File: config.mk
export PLATFORM = sky130hd
export DESIGN_NAME = imem_loader
export DESIGN_NICKNAME = d
export VERILOG_FILES = /design/src/rtl/imem_loader.sv
export SDC_FILE = /design/constraint.sdc
export NUM_CORES = 1
export LEC_CHECK = 0
export CAP_MARGIN = 40
export CORE_ASPECT_RATIO = 0.5
export CORE_MARGIN = 2
export CORE_UTILIZATION = 30
export CTS_CLUSTER_DIAMETER = 100
export CTS_CLUSTER_SIZE = 28
export DETAILED_ROUTE_END_ITERATION = 8
export PLACE_DENSITY_LB_ADDON = 0.25
export SLEW_MARGIN = 20
export SYNTH_ARGS = -nofsm -noshare
export SYNTH_HDL_FRONTEND = slang
export SYNTH_SLANG_ARGS = --single-unit
File: constraint.sdc
create_clock -name i_clk -period 2.1 [get_ports i_clk]
set_input_delay 0.42 -clock i_clk [delete_from_list [all_inputs] [get_ports i_clk]]
set_output_delay 0.42 -clock i_clk [all_outputs]
set_load 0.05 [all_outputs]
File: src/rtl/imem_loader.sv
// Instruction-memory loader: accepts 32-bit words on valid/ready and writes them big-endian, one byte per clock.
// Latency: first byte write is presented the cycle after the handshake; one word per 5 cycles at best.
// Backpressure: InReady is high only in IDLE; the source holds its word until the loader returns to IDLE.
module imem_loader #(
  parameter int ADDR_W = 7,
  parameter int DEPTH  = 128
) (
  input  logic              i_clk,
  input  logic              i_rst_n,
  input  logic              i_start,
  input  logic              i_finish,
  input  logic              i_in_valid,
  input  logic [31:0]       i_in_data,
  output logic              o_in_ready,
  output logic              o_wr_en,
  output logic [ADDR_W-1:0] o_wr_addr,
  output logic [7:0]        o_wr_byte,
  output logic [ADDR_W-2:0] o_word_count,
  output logic              o_done
);

  typedef enum logic [1:0] {
    S_IDLE  = 2'd0,
    S_WRITE = 2'd1,
    S_DONE  = 2'd2
  } state_t;

  // base carries one extra bit so that it can reach DEPTH when DEPTH == 2^ADDR_W
  localparam int BW = ADDR_W + 1;
  localparam logic [BW-1:0] DEPTH_B = BW'(DEPTH);

  state_t            r_state;
  logic [BW-1:0]     r_base;
  logic [1:0]        r_idx;
  logic [31:0]       r_hold;
  logic              r_live;

  logic              w_accept;
  logic [1:0]        w_idx_nxt;
  logic [BW-1:0]     w_base_nxt;
  logic [ADDR_W-1:0] w_addr_nxt;
  logic [7:0]        w_byte_nxt;

  // r_live keeps InReady low until the first edge after reset release
  assign o_in_ready = r_live & (r_state == S_IDLE) & ~o_done;
  // Start wins over a simultaneous handshake: the word is not taken
  assign w_accept   = i_in_valid & o_in_ready & ~i_start;
  assign w_idx_nxt  = r_idx + 2'd1;
  assign w_base_nxt = r_base + BW'(4);
  assign w_addr_nxt = r_base[ADDR_W-1:0] + ADDR_W'(w_idx_nxt);

  // Select the next byte of the held word, MSB first
  always_comb begin
    w_byte_nxt = r_hold[31:24];
    case (w_idx_nxt)
      2'd0:    w_byte_nxt = r_hold[31:24];
      2'd1:    w_byte_nxt = r_hold[23:16];
      2'd2:    w_byte_nxt = r_hold[15:8];
      default: w_byte_nxt = r_hold[7:0];
    endcase
  end

  // Loader FSM with registered write-port outputs and word bookkeeping
  always_ff @(posedge i_clk or negedge i_rst_n) begin
    if (!i_rst_n) begin
      r_state      <= S_IDLE;
      r_base       <= '0;
      r_idx        <= '0;
      r_hold       <= '0;
      r_live       <= 1'b0;
      o_wr_en      <= 1'b0;
      o_wr_addr    <= '0;
      o_wr_byte    <= '0;
      o_word_count <= '0;
      o_done       <= 1'b0;
    end else begin
      r_live <= 1'b1;
      if (i_start) begin
        // Abandon any word in flight; bytes already written stay in memory
        r_state      <= S_IDLE;
        r_base       <= '0;
        r_idx        <= '0;
        o_wr_en      <= 1'b0;
        o_word_count <= '0;
        o_done       <= 1'b0;
      end else begin
        case (r_state)
          S_IDLE: begin
            if (w_accept) begin
              r_hold    <= i_in_data;
              r_idx     <= 2'd0;
              o_wr_en   <= 1'b1;
              o_wr_addr <= r_base[ADDR_W-1:0];
              o_wr_byte <= i_in_data[31:24];
              r_state   <= S_WRITE;
            end else if (i_finish) begin
              r_state <= S_DONE;
              o_done  <= 1'b1;
            end
          end
          S_WRITE: begin
            if (r_idx == 2'd3) begin
              o_wr_en      <= 1'b0;
              r_base       <= w_base_nxt;
              o_word_count <= o_word_count + (ADDR_W-1)'(1);
              // Stop at the memory boundary so no write can reach DEPTH
              if (w_base_nxt == DEPTH_B) begin
                r_state <= S_DONE;
                o_done  <= 1'b1;
              end else begin
                r_state <= S_IDLE;
              end
            end else begin
              r_idx     <= w_idx_nxt;
              o_wr_addr <= w_addr_nxt;
              o_wr_byte <= w_byte_nxt;
            end
          end
          S_DONE: begin
            o_wr_en <= 1'b0;
          end
          default: begin
            r_state <= S_IDLE;
            o_wr_en <= 1'b0;
          end
        endcase
      end
    end
  end

endmodule

==> out/metrics.csv <==
stage,metric,value,unit
clock_network,insertion_delay,0.33,ns
synthesis,yosysWarnings,0,
power_and_ir_drop,switching_share,0.305,
global_route,busiest_layer,met2,
power_and_ir_drop,p_switching,1.42,mW
final_layout,drive_above_1_share,0.187,
clock_network,clock-root-buffer,clkbuf_16,
setup_path,critPathMaxFanout,4,
placement,dp_hpwl,5060,µm
clock_network,cts_resized,0,
die,start_util,0.310,
synthesis,avgSynthCellArea,11.8,µm²
die,core-area,0.0103,mm²
synthesis,yosysTopAreaCell,dfrtp_1,
global_route,grt_start_max_net_pins,67,
timing,final_max_slew_viol_count,0,
clock_network,cts_buffers,9,
routing,routed_wl,7020,µm
synthesis,synth.top_cell.area_share,0.518,
synthesis,synth_most_common_cell,dfrtp_1,
setup_path,r2r_start,r_idx[0],
global_route,met1_usage,0.167,
die,rows,26,
clock_network,cts_tree,built,
routing,drtPass1Iterations,5,
final_layout,final_nets,378,
synthesis,async_flop_share,1.00,
final_layout,instances_no_fill,477,
min_path,hold_path_class,in2async,
timing,setup_tns,0,ns
synthesis,syn_inst,271,
final_layout,fin_util,0.411,
timing,worst-slew-pin-transition,0.509,ns
global_route,grt_pass1_vias,2388,
global_route,grt_util_all_layers,0.133,
power_and_ir_drop,peakVddDrop,350,µV
setup_path,endpoint_kind,output pin,
synthesis,seq_area_frac_synth,0.518,
final_layout,areaGrowthSynthToFinish,32.6,%
setup_path,start_kind,register,
power_and_ir_drop,leakagePower,1.92,nW
routing,drc,0,
clock_network,htreeDepth,3,
clock_network,clockBufferDepth,2,
setup_path,critPathLaunch,o_word_count[0],
synthesis,synth-seq-cells,66,
timing,rsz0062_at_grt,false,
clock_network,cts.hold.buffers_added,0,
synthesis,synth-edff-count,0,
synthesis,synthFlopType,dfrtp_1,
power_and_ir_drop,p_int,3.23,mW
routing,dr.first_iter.drc_count,145,
global_route,grt_util_met3,0.0494,
die,die_y,76.9,µm
clock_network,clkTransAtPathRegs,0.05,ns
setup_path,crit_family,buffers and inverters,
die,ios,61,
final_layout,num-fill-cells,1003,
setup_path,crit_path_cell_trace,clkdlybuf4s50_1,
setup_path,r2r_slack,0.38,ns
timing,whs,0.0973,ns
timing,timing.final.hold_violations,0,
routing,ant_nets,0,
routing,wl_per_cell,14.7,µm
power_and_ir_drop,power.share.clock,0.302,
setup_path,critPathArrivalTime,1.58,ns
placement,port_buffers,60,
clock_network,clock_sinks,66,
power_and_ir_drop,p_seq_frac,0.403,
setup_path,critPathBufInv,1,
synthesis,ys_top_cells_by_area,"dfrtp_1, mux2_4, nand2_1",
synthesis,syn_nets,317,
synthesis,ys_types,43,
placement,place_congestion,0.729,
setup_path,critPathSlowestCell,clkdlybuf4s50_1,
power_and_ir_drop,power_density,1100,mW/mm²
timing,period_minus_slack,2.00,ns
setup_path,worstPathRequired,1.68,ns
timing,relSlewSlack,0.660,
global_route,grt_first_pass_wirelength,11800,µm
power_and_ir_drop,combPwrFrac,0.295,
setup_path,cpPeakStageDelay,0.83,ns
die,dieArea,0.0115,mm²
timing,setup_viol,0,
status,status,finished clean,
die,die_x,150,µm
global_route,use_met2,0.211,
timing,fin_crit_sh,0.953,
synthesis,ys_top_cells_by_count,"dfrtp_1, nand2_1, mux2_4",
placement,placedCellCount,461,
timing,finClkSkew,0.00501,ns
clock_network,post_cts_buffers,0,
routing,viasPerCell,4.67,
global_route,antenna_found_initial,0,
synthesis,synth_area,0.00319,mm²
setup_path,worstSetupPathType,reg2out,
routing,vias,2227,
global_route,overflow,0,
job,maxCapViolations,0,
final_layout,n_antenna_cell,0,
timing,max_freq,500,MHz
-- layout by cell type, fill, tap and decap left out, types with 2 or more instances in the layout --
master            n
a21oi_1           6
a222oi_1          8
a31oi_1           9
and3_1            2
buf_12            3
buf_4             4
clkbuf_1          2
clkbuf_16         9
clkbuf_8          3
clkdlybuf4s50_1  57
clkinv_2          2
conb_1            2
dfrtp_1          66
ha_1              9
inv_1             5
mux2_2            4
mux2_4           30
nand2_1          42
nand3_1           3
nand4_1           4
nor2_1           20
o21ai_0          12
xnor2_1           4
xor2_1            8
-- per-stage QoR --
step           worst slack (ns)  total power [mW]  instance area (µm²)
2_1_floorplan             0.304              2.80                 3200
3_3_place_gp              0.162              3.25                 3940
3_5_place_dp              0.118              3.28                 3940
4_1_cts                  0.0246              4.71                 4220
5_1_grt                  0.0436              4.88                 4230
6_report                 0.0982              4.65                 4230
-- final timing paths --
check,cells after the start,to
max in group asynchronous,2,r_hold[17]
setup / recovery,1,o_word_count[0]
hold reg to reg,2,o_wr_addr[1]
hold / removal,2,r_hold[14]
min in group i_clk,2,o_wr_addr[1]
setup reg to reg,6,o_wr_byte[3]
-- final cells by class --
type / count / area (µm²) / share of cell area
clock buffer: 14 / 274 / 0.0648
clock inverter: 2 / 10.0 / 0.00237
inverter: 6 / 22.5 / 0.00533
multi-input combinational: 183 / 1420 / 0.335
sequential: 66 / 1650 / 0.391
tap: 140 / 175 / 0.0414
timing repair buffer: 66 / 678 / 0.160
-- power groups by stage --
stage | combinational [mW] | clock, mW | sequential, mW
3_5_place_dp | 1.39 | 0 | 1.89
6_report | 1.37 | 1.41 | 1.87
3_3_place_gp | 1.36 | 0 | 1.89
5_1_grt | 1.46 | 1.50 | 1.91
2_1_floorplan | 0.680 | 0 | 2.12
4_1_cts | 1.39 | 1.45 | 1.88
-- flip-flops by register name, indices dropped and copies added, names as in the netlist --
signal and cells:
r_hold 32, o_wr_byte 8, o_wr_addr 7, o_word_count 6
r_base 6, r_idx 2, r_state 2, o_done 1
o_wr_en 1, r_live 1
-- metal layers --
metal / wire length (µm) / part of all wire
met5: 0 / 0
met4: 100 / 0.014
met3: 322 / 0.046
met2: 3300 / 0.47
met1: 3290 / 0.47
-- cell families after synthesis --
kind of cell    after synthesis  share of synthesized area
simple gates                 84                      0.124
flops                        66                      0.518
compound gates               41                     0.0879
mux                          35                      0.159
buf+inv                      22                     0.0408
xor+xnor                     12                     0.0330
fa+ha+maj                     9                     0.0353
other cells                   2                    0.00236
-- worst reg2reg max path: cells and delay by family, from the launching register on --
kind                     cells  cell delay (ns)
AND/OR/NAND/NOR              1             0.09
AO/OA/AOI/OAI                3             0.61
buffers and inverters        1             0.13
flip-flops                   1             0.43
adder cells (fa/ha/maj)      1             0.33
(Power assumes the default switching activity.)
